===== config.mk =====
export PLATFORM = sky130hd
export DESIGN_NAME = logic_unit_pipe
export DESIGN_NICKNAME = d
export VERILOG_FILES = /design/src/rtl/logic_unit_pipe.sv
export SDC_FILE = /design/constraint.sdc
export NUM_CORES = 1
export LEC_CHECK = 0
export CORE_ASPECT_RATIO = 1.4
export CORE_UTILIZATION = 50
export DETAILED_ROUTE_END_ITERATION = 8
export MAX_ROUTING_LAYER = met4
export PLACE_DENSITY = 0.73
export SLEW_MARGIN = 15
export SYNTH_ARGS = -nofsm -noshare
export SYNTH_HDL_FRONTEND = slang
export SYNTH_SLANG_ARGS = --single-unit

===== constraint.sdc =====
create_clock -name clk -period 6.5 [get_ports clk]
set_input_delay 0.65 -clock clk [delete_from_list [all_inputs] [get_ports clk]]
set_output_delay 0.65 -clock clk [all_outputs]
set_load 0.02 [all_outputs]

===== src/rtl/logic_unit_pipe.sv =====
// logic_unit_pipe
//   Registered bitwise logic unit with an accumulator and an output FIFO.
//   Operand pairs are accepted over a valid/ready handshake. Each accepted
//   transaction computes one of eight bitwise operations on A and either B
//   or the accumulator. The result and its status flags are queued in a
//   DEPTH-entry FIFO.
//
//   Parameters
//     WIDTH     operand/result width in bits (>= 1)
//     DEPTH     output FIFO entries (power of two, >= 2)
//   Ports
//     clk       rising-edge clock
//     reset     asynchronous, active-high reset
//     in_valid  operand transaction present
//     in_ready  block can accept a transaction this cycle
//     A, B      operands (B ignored when acc_mode = 1)
//     op        operation select
//     acc_mode  1: use the accumulator in place of B
//     out_valid result present at FIFO head
//     out_ready consumer takes the head this cycle
//     Cout      result at FIFO head
//     zero      head result == 0
//     parity    XOR-reduction of head result
//     all_ones  head result == all ones
//     level     current FIFO occupancy
module logic_unit_pipe #(
    parameter int WIDTH = 8,
    parameter int DEPTH = 2
) (
    input  logic                     clk,
    input  logic                     reset,
    input  logic                     in_valid,
    output logic                     in_ready,
    input  logic [WIDTH-1:0]         A,
    input  logic [WIDTH-1:0]         B,
    input  logic [2:0]               op,
    input  logic                     acc_mode,
    output logic                     out_valid,
    input  logic                     out_ready,
    output logic [WIDTH-1:0]         Cout,
    output logic                     zero,
    output logic                     parity,
    output logic                     all_ones,
    output logic [$clog2(DEPTH):0]   level
);

    localparam int PW = $clog2(DEPTH);
    localparam int LW = PW + 1;

    typedef enum logic [2:0] {
        OP_AND   = 3'b000,
        OP_OR    = 3'b001,
        OP_NOR   = 3'b010,
        OP_XOR   = 3'b011,
        OP_NAND  = 3'b100,
        OP_XNOR  = 3'b101,
        OP_NOTA  = 3'b110,
        OP_PASSA = 3'b111
    } op_e;

    typedef struct packed {
        logic [WIDTH-1:0] data;
        logic             zero;
        logic             parity;
        logic             all_ones;
    } entry_t;

    logic [WIDTH-1:0] acc;
    logic [WIDTH-1:0] x;
    logic [WIDTH-1:0] r;
    entry_t           push_entry;
    entry_t           head;
    entry_t           mem [DEPTH];
    logic [PW-1:0]    wptr;
    logic [PW-1:0]    rptr;
    logic [PW-1:0]    rptr_nxt;
    logic [LW-1:0]    level_nxt;
    logic             push;
    logic             pop;

    assign in_ready  = (level < LW'(DEPTH)) && !reset;
    assign out_valid = (level != '0);
    assign push      = in_valid && in_ready;
    assign pop       = out_valid && out_ready;

    assign Cout      = head.data;
    assign zero      = head.zero;
    assign parity    = head.parity;
    assign all_ones  = head.all_ones;

    always_comb begin
        x = acc_mode ? acc : B;
        r = '0;
        case (op_e'(op))
            OP_AND:   r = A & x;
            OP_OR:    r = A | x;
            OP_NOR:   r = ~(A | x);
            OP_XOR:   r = A ^ x;
            OP_NAND:  r = ~(A & x);
            OP_XNOR:  r = ~(A ^ x);
            OP_NOTA:  r = ~A;
            OP_PASSA: r = A;
            default:  r = A;
        endcase
    end

    always_comb begin
        push_entry          = '0;
        push_entry.data     = r;
        push_entry.zero     = (r == '0);
        push_entry.parity   = ^r;
        push_entry.all_ones = &r;
    end

    always_comb begin
        level_nxt = level;
        case ({push, pop})
            2'b10:   level_nxt = level + 1'b1;
            2'b01:   level_nxt = level - 1'b1;
            default: level_nxt = level;
        endcase
        rptr_nxt = pop ? rptr + 1'b1 : rptr;
    end

    // Storage carries no reset: stale slots are unreachable once pointers clear.
    always_ff @(posedge clk) begin
        if (push) begin
            mem[wptr] <= push_entry;
        end
    end

    // The head is a register preloaded with the entry that will sit at the
    // read pointer after this edge, so outputs hold their last value when
    // the FIFO drains and read 0 after reset. When the slot being written
    // this edge becomes the head, the incoming entry is forwarded.
    always_ff @(posedge clk or posedge reset) begin
        if (reset) begin
            acc   <= '0;
            wptr  <= '0;
            rptr  <= '0;
            level <= '0;
            head  <= '0;
        end else begin
            if (push) begin
                wptr <= wptr + 1'b1;
                acc  <= r;
            end
            rptr  <= rptr_nxt;
            level <= level_nxt;
            if (level_nxt != '0) begin
                head <= (push && (wptr == rptr_nxt)) ? push_entry : mem[rptr_nxt];
            end
        end
    end

endmodule


* After elaboration in Yosys (flattened, before gate mapping) *
Memory sizes are Yosys's and may differ from the RTL's. A register that Yosys moved wholly into a read port is not among the register bits.
Cells that the tools add are included.

operators by class
  reductions and logical operators = 10
  bitwise gates (word level) = 7
  order comparisons = 1
  $add $sub $neg = 4
  mux-type cells = 6
  eq/ne operators = 9

operators by type and width
  kind                   count
  $pmux W8 S8            1
  $not A8 Y8             4
  $eq A3 B3 Y1 const B   4
  $and A8 B8 Y8          1
  $logic_not A8 Y1       1
  $mux W8                1
  $or A8 B8 Y8           1
  $reduce_and A8 Y1      1
  $reduce_xor A8 Y1      1
  $xor A8 B8 Y8          1
  $eq A3 B2 Y1 const B   2
  $pmux W2 S2            1
  $reduce_bool A2 Y1     2
  $eq A3 B1 Y1 const B   1
  $logic_and A1 B1 Y1    3
  $logic_not A3 Y1       1
  $mux W1                3
  $add A1 B1 Y1 const B  2
  $add A2 B1 Y2 const B  1
  $eq A2 B1 Y1 const B   1
  $eq A2 B2 Y1 const B   1
  $lt A2 B2 Y1 const B   1
  $sub A2 B1 Y2 const B  1
  $logic_not A1 Y1       1

storage, ports and cells
  bits in registers = 12
  output and inout port bits = 15
  input bits = 24
  bits in writable memories = 22
  memories = 1

memories
  memory  depth  width  read ports  clocked after Yosys merged registers in  wr ports  RTL line  RTL
  mem     2      11     1           1                                        1         73        entry_t mem [DEPTH];

* Longest topological paths before layout *
Gate-level depths: netlist of run 1.

  word-level depth = 6
  mapped depth = 15
  depth with buffers taken out = 14

* Worst setup path after synthesis of run 1 *
No wires, ideal clock.

  path type = in2reg
  start = input port acc_mode
  end = register parity (netlist name)
  setup time = 0.087 ns
  slack = 3.013 ns
  stages = 13
  data required time = 6.413 ns
  buffers on the path = 1
  arrival time = 3.400 ns
  cell sequence = clkbuf_1 -> mux2i_1 -> ha_1 -> and4b_1 -> nor4_2 -> o31ai_1 -> a21oi_2 -> ha_1 -> xnor2_1 -> xnor2_1 -> o21ai_0 -> and4_1 -> a211oi_2

RTL lines
  what         RTL line  RTL
  from (decl)  37        input logic acc_mode,

==> Flow_metrics.wiki, run 1 <==
{| class="wikitable"
! Metric !! Value
|-
| Post-synthesis instance area || 3120 um2
|-
| Count of routing violations after the opening detailed-route iteration || 115
|-
| Number of nets in the layout || about 380
|-
| Worst hold-check slack || between 0.4 and 0.5 ns
|-
| Number of distinct library cell variants in the gate-level netlist after synthesis || 62
|-
| Headroom to the max-slew limit || 0.270
|-
| Primary flip-flop cell chosen by synthesis mapping || dfrtp_1
|-
| Unrepaired setup endpoints after global routing || no
|-
| Post-synthesis async set-or-reset flop share || 0.511
|-
| Number of buffers on the longest clock path || 2
|-
| Die area || approximately 6600 um2
|-
| X dimension of the die || just under 70 um
|-
| Internal power consumption || 0.816 mW
|-
| Share of the synthesized area in the top cell type || 0.212
|-
| Clock slew at reported path FFs || about 0.090 ns
|-
| Number of search-and-repair iterations in the first detailed-routing pass || 5
|-
| Ratio of cells with drive above 1 in the final layout || 0.119
|-
| Total non-filler cell area in the finished layout || about 3600 um2
|-
| Core area || roughly 5900 um2
|-
| Total count of max-transition violations in the final report || 0
|-
| Initial Util || 0.524
|-
| R2R depth || 12
|-
| Number of top-level design ports || 39
|-
| Kind of start point of the critical path || input port
|-
| Port buffer count || 38
|-
| Post-synthesis sequential area ratio || 0.396
|-
| Combinational group share of total power || 0.537
|-
| Number of inserted diodes || 0
|-
| Number of placement rows || 33
|-
| Standby leakage power || ~1.6 nW
|-
| Gate Count Post-Synth || approximately 300
|-
| Achievable frequency || between 200 and 250 MHz
|-
| Number of global-route vias before repair || roughly 2300
|-
| All-layer global routing usage || 0.225
|-
| Worst vdd rail ir drop || about 0.18 mV
|-
| Transition time at the pin with the least slew margin || between 1 and 1.5 ns
|-
| Area grow syn2layout || 15.2%
|-
| ANT nets after route || 0
|-
| Portion of the clock cycle consumed by the worst path in the final layout || 0.618
|-
| Number of H-tree levels || 2
|-
| Total half-perimeter wirelength after legalization and detailed placement || between 4 and 5 mm
|-
| Pwr per Cell Area || between 300 and 400 nW/um2
|-
| Final Wtd Congestion || roughly 0.81
|-
| Count of state elements after synthesis || 45
|-
| Footprint of the multi-input gates || approximately 1700 um2
|-
| Hold Crit Depth || 2
|-
| Post-layout min period || 4.02 ns
|-
| Post-Place Cell Area || approximately 3500 um2
|-
| Clock latency on the worst-skew pair || slightly above 0.3 ns
|-
| Clock network power share || 0.125
|-
| Number of buffers created by CTS || 5
|-
| Via density per instance || 5.80
|-
| Dominant cell type by area after synthesis || edfxtp_1
|-
| Number of buffers added to fix hold violations after cts || 0
|-
| Type of the worst setup path || in -> reg
|-
| Largest net degree at the start of global routing || 39
|-
| Result of the run || finished clean
|-
| Cell at the root of the clock tree || clkbuf_8
|-
| TritonCTS clock tree || yes
|-
| P_sw || 0.568 mW
|-
| Post-DR wirelength/cell || 15.9 um
|-
| Initial antenna violation count || 0
|-
| DR DRC count || 0
|-
| DIE HEIGHT || 95.4 um
|-
| Seq pwr share || 0.338
|-
| TritonCTS sink count || 45
|-
| Setup total negative slack || 0 ns
|-
| Crit path DAT || 4.25 ns
|-
| Cells taking the most area after synthesis || edfxtp_1 21%, dfrtp_1 18%, ha_1 10%
|-
| Final Hold Viols || 0
|-
| Net count of the mapped netlist || about 350
|-
| Setup Buffers After CTS || 0
|-
| Number of setup violations in the final report || 0
|-
| Hold Crit Class || reg -> reg
|-
| Wire length reported by the detailed router || roughly 6.5 mm
|-
| Mean area per synthesized cell || 10.3 um2
|-
| Total of cells resized after clock tree synthesis || 0
|-
| Filler Cells Inserted || approximately 500
|-
| Max FO, Critical Path || 8
|-
| Critical path required time || just under 7 ns
|-
| Via count || 2347
|-
| Sequential cell area || roughly 1200 um2
|-
| Remaining global-route overflow || 0
|-
| Switching power share of the total || 0.410
|-
| Max capacitance violation total || 0
|-
| Warnings from Yosys || 0
|-
| Post-synth EDFFs || 22
|-
| Type of destination of the critical path || register
|-
| Wire length of the first global-routing pass || 10.6 mm
|-
| Setup skew after layout || between 0.008 and 0.009 ns
|}
## critical path, stage by stage
cell and delay (ns):
clkdlybuf4s50_1 0.79, mux2i_1 0.35, ha_1 0.29, and4b_1 0.21, nor4_2 0.32, o31ai_1 0.14
a21oi_2 0.27, ha_1 0.28, xnor2_1 0.14, xnor2_1 0.28, o21ai_0 0.11, and4_1 0.22
a211oi_2 0.18
## flip-flops by register name, indices dropped and copies added (netlist names)
name and flops:
rptr 1, Cout 8, zero 1, parity 1, all_ones 1, wptr 1, mem 22, level 2
acc 8
## Yosys cell counts (all sizes together), types with 4 or more instances
cell / instances
nor3: 4
buf: 13
inv: 32
nand2b: 4
nor2b: 6
o21ai: 21
a22oi: 4
o22ai: 6
a21oi: 10
dfrtp: 23
mux2i: 14
o211ai: 4
nor2: 20
xnor2: 11
xor2: 5
ha: 25
edfxtp: 22
nand2: 27
## cells in the final DEF (no fill, tap or decap), types with 3 or more instances in the layout
cell type / n
clkbuf_8: 5
a2111oi_4: 3
o21ai_1: 10
o22a_1: 3
mux2i_1: 14
xnor2_1: 10
a21o_2: 3
clkdlybuf4s50_1: 38
o211ai_1: 4
nor2_1: 20
inv_1: 25
a22oi_1: 4
a21oi_1: 9
nand2_1: 26
a32o_2: 3
clkinv_2: 3
a221o_1: 3
ha_1: 25
nand2b_1: 4
nor3_1: 3
o21ai_0: 9
xor2_1: 5
inv_2: 7
dfrtp_1: 23
o22ai_1: 6
nor2b_1: 5
edfxtp_1: 22
and4_1: 3
## path summary, 6_finish.rpt
kind,startpoint,end,slack [ns]
worst min register to register,acc[5],acc[5],0.50
max in group asynchronous,reset,Cout[5],5.00
worst max-delay path,acc_mode,parity,2.48
worst min-delay path,acc[5],acc[5],0.50
worst max register to register,acc[6],parity,3.35
min in group asynchronous,reset,Cout[1],0.92
## power by group through the flow
stage	sequential [mW]	clock, mW	combinational, mW
CTS	0.469	0.175	0.749
detailed placement	0.475	0	0.749
global placement	0.472	0	0.732
global route	0.480	0.185	0.820
floorplan	0.505	0	0.505
finish	0.468	0.173	0.743
## per-stage QoR
step / setup slack (ns) / cells / util / power [mW]
4_1_cts: 2.51 / 405 / 0.604 / 1.39
6_report: 2.48 / 405 / 0.604 / 1.38
3_5_place_dp: 2.18 / 397 / 0.590 / 1.22
2_1_floorplan: 3.01 / 302 / - / 1.01
3_3_place_gp: 2.24 / 397 / 0.590 / 1.20
5_1_grt: 2.31 / 405 / 0.604 / 1.48
## cells by family (layout without fill, tap and decap cells)
| kind of cell | after synthesis | after routing | share of synthesized area |
|---|---|---|---|
| mux | 16 | 16 | 0.0522 |
| simple gates | 75 | 75 | 0.126 |
| fa+ha+maj | 25 | 25 | 0.100 |
| flops | 45 | 45 | 0.396 |
| compound gates | 76 | 76 | 0.197 |
| xor+xnor | 17 | 17 | 0.0582 |
| buf+inv | 48 | 81 | 0.0702 |
## metal layers
layer,global-route usage,wire length [um],up-vias
met3,0.0239,152,7
met4,0.0867,118,0
met1,0.252,2680,1151
li1,-,-,1142
met5,-,0,-
met2,0.400,3510,47
## layout make-up
class,instances,share of cell area
Clock buffer,5,0.0192
Clock inverter,3,0.00487
Inverter,33,0.0348
Multi-Input combinational cell,209,0.463
Sequential cell,45,0.344
Tap cell,70,0.0244
Timing Repair Buffer,40,0.110
(Power assumes the default switching activity.)
==> run 2, diff against run 1 <==
--- a/config.mk
+++ b/config.mk
@@ -9,7 +9,7 @@
 export CORE_UTILIZATION = 50
 export DETAILED_ROUTE_END_ITERATION = 8
 export MAX_ROUTING_LAYER = met4
-export PLACE_DENSITY = 0.73
+export PLACE_DENSITY = 0.76
 export SLEW_MARGIN = 15
 export SYNTH_ARGS = -nofsm -noshare
 export SYNTH_HDL_FRONTEND = slang
==> constraint.sdc (replaced) <==
create_clock -name clk -period 3.33 [get_ports clk]
set_input_delay 0.333 -clock clk [delete_from_list [all_inputs] [get_ports clk]]
set_output_delay 0.333 -clock clk [all_outputs]
set_load 0.02 [all_outputs]
==> Flow_metrics.wiki, run 2 (synthesis results as in run 1) <==
{| class="wikitable"
! Metric !! Value
|-
| Worst vdd rail ir drop || 0.292 mV
|-
| Post-route setup slack || ~0.29 ns
|-
| Number of H-tree levels || 2
|-
| Type of destination of the critical path || register
|-
| Setup total negative slack || 0 ns
|-
| All-layer global routing usage || 0.242
|-
| Initial Util || 0.524
|-
| ANT nets after route || 0
|-
| Post-layout min period || a little over 3 ns
|-
| Setup skew after layout || between 0.006 and 0.007 ns
|-
| Number of top-level design ports || 39
|-
| Met3 wire len || 196 um
|-
| Number of nets in the layout || a little over 400
|-
| Transition time at the pin with the least slew margin || about 0.93 ns
|-
| Cell at the root of the clock tree || clkbuf_8
|-
| Initial antenna violation count || 0
|-
| Number of buffers on the longest clock path || 2
|-
| Worst hold-check slack || approximately 0.51 ns
|-
| Remaining global-route overflow || 0
|-
| Count of routing violations after the opening detailed-route iteration || around 190
|-
| TritonCTS clock tree || yes
|-
| Portion of the clock cycle consumed by the worst path in the final layout || 0.913
|-
| Fraction of the core area covered by cells at the end of the flow || 0.656
|-
| PnR Total Power || between 2 and 3 mW
|-
| Wire length of the first global-routing pass || 11.6 mm
|-
| Total half-perimeter wirelength after legalization and detailed placement || between 5 and 6 mm
|-
| Via density per instance || roughly 5.7
|-
| Number of setup violations in the final report || 0
|-
| Crit path DAT || about 3.3 ns
|-
| Result of the run || finished clean
|-
| Most common cell after layout, fill and taps aside || clkdlybuf4s50_1
|-
| X dimension of the die || around 70 um
|-
| Hold Crit Class || reg -> reg
|-
| Largest register FFs || 22
|-
| Number of inserted diodes || 0
|-
| Number of global-route vias before repair || between 2000 and 2500
|-
| Max FO, Critical Path || 3
|-
| Total count of max-transition violations in the final report || 0
|-
| Core area || between 5000 and 6000 um2
|-
| Clock slew at reported path FFs || 0.08 ns
|-
| Met2 layer wire length in the routed design || 3.79 mm
|-
| Wire length reported by the detailed router || roughly 7 mm
|-
| Type of the worst setup path || in -> reg
|-
| Max capacitance violation total || 0
|-
| Kind of start point of the critical path || input port
|-
| Top metal layer carrying routed signals || met4
|-
| DIE HEIGHT || 95.4 um
|-
| Largest net degree at the start of global routing || 39
|-
| DR DRC count || 0
|-
| Largest reg by FF count || mem
|-
| TritonCTS sink count || between 40 and 50
|-
| Port buffer count || 38
|-
| Pwr per Cell Area || between 700 and 800 nW/um2
|-
| Die area || about 6600 um2
|-
| Via count || 2460
|-
| Area grow syn2layout || 25.1%
|-
| Final Hold Viols || 0
|-
| Post-DR wirelength/cell || 16.2 um
|-
| Critical path required time || about 3.6 ns
|-
| Filler Cells Inserted || ~480
|-
| Most frequent cells in the layout || 37 x clkdlybuf4s50_1, 27 x buf_4, 26 x nand2_1
|-
| Footprint of the multi-input gates || ~1700 um2
|-
| Final Wtd Congestion || between 0.8 and 0.9
|-
| Met1 routed wirelength after detailed routing || ~2.8 mm
|-
| Number of search-and-repair iterations in the first detailed-routing pass || 4
|-
| Clock latency on the worst-skew pair || around 0.3 ns
|-
| Standby leakage power || 1.73 nW
|-
| Sequential cell area || approximately 1200 um2
|-
| Headroom to the max-slew limit || 0.382
|-
| Unrepaired setup endpoints after global routing || no
|-
| Achievable frequency || around 330 MHz
|-
| Post-Place Setup Slack || -0.222 ns
|-
| Number of placement rows || 33
|-
| Number of buffers created by CTS || 5
|-
| Ratio of cells with drive above 1 in the final layout || 0.207
|}
==> run 2: path summary, 6_finish.rpt <==
kind,startpoint,to,slack [ns],depth (start not counted)
worst min register to register,Cout[6],Cout[6],0.51,2
min in group asynchronous,reset,zero,0.61,2
worst max-delay path,B[6],parity,0.29,13
max in group asynchronous,reset,Cout[3],2.14,2
worst max register to register,acc[6],parity,0.34,12
worst min-delay path,Cout[6],Cout[6],0.51,2
==> run 2: where the power goes <==
| group | switching (mW) | internal [mW] |
|---|---|---|
| sequential | 0.136 | 0.790 |
| clock | 0.184 | 0.223 |
| combinational | 0.861 | 0.795 |
| total | 1.18 | 1.81 |
==> run 2: routing by layer <==
layer	global-route usage	up-vias
met3	0.0215	15
li1	-	1199
met1	0.275	1180
met5	-	-
met4	0.107	0
met2	0.422	66
==> run 2: area by class of cell <==
| type | count | area share |
|---|---|---|
| clock buffer | 6 | 0.0186 |
| clock inverter | 2 | 0.00898 |
| inverter | 33 | 0.0321 |
| multi-input combinational | 209 | 0.443 |
| sequential | 45 | 0.317 |
| tap | 70 | 0.0225 |
| timing repair buffer | 67 | 0.158 |
==> run 2: timing repair <==
action / 4_1_cts / 5_1_grt
hold buffers: 0 / 0
buffers inserted: 0 / 4
endpoints found under the setup margin: 0 / 2
resized for setup: 0 / 13
==> run 2: stage by stage <==
| step | instances | area (um2) |
|---|---|---|
| global route | 432 | 3900 |
| floorplan | 302 | 3120 |
| global placement | 420 | 3690 |
| CTS | 428 | 3800 |
| finish | 432 | 3900 |
| detailed placement | 420 | 3690 |
==> run 2: critical path, stage by stage <==
cell	delay, ns
clkdlybuf4s50_1	0.41
mux2i_2	0.22
ha_1	0.29
and4b_1	0.21
nor4_2	0.32
o31ai_1	0.14
a21oi_2	0.18
ha_1	0.27
xnor2_2	0.22
xnor2_2	0.16
o21ai_0	0.09
and4_1	0.22
a211oi_2	0.19
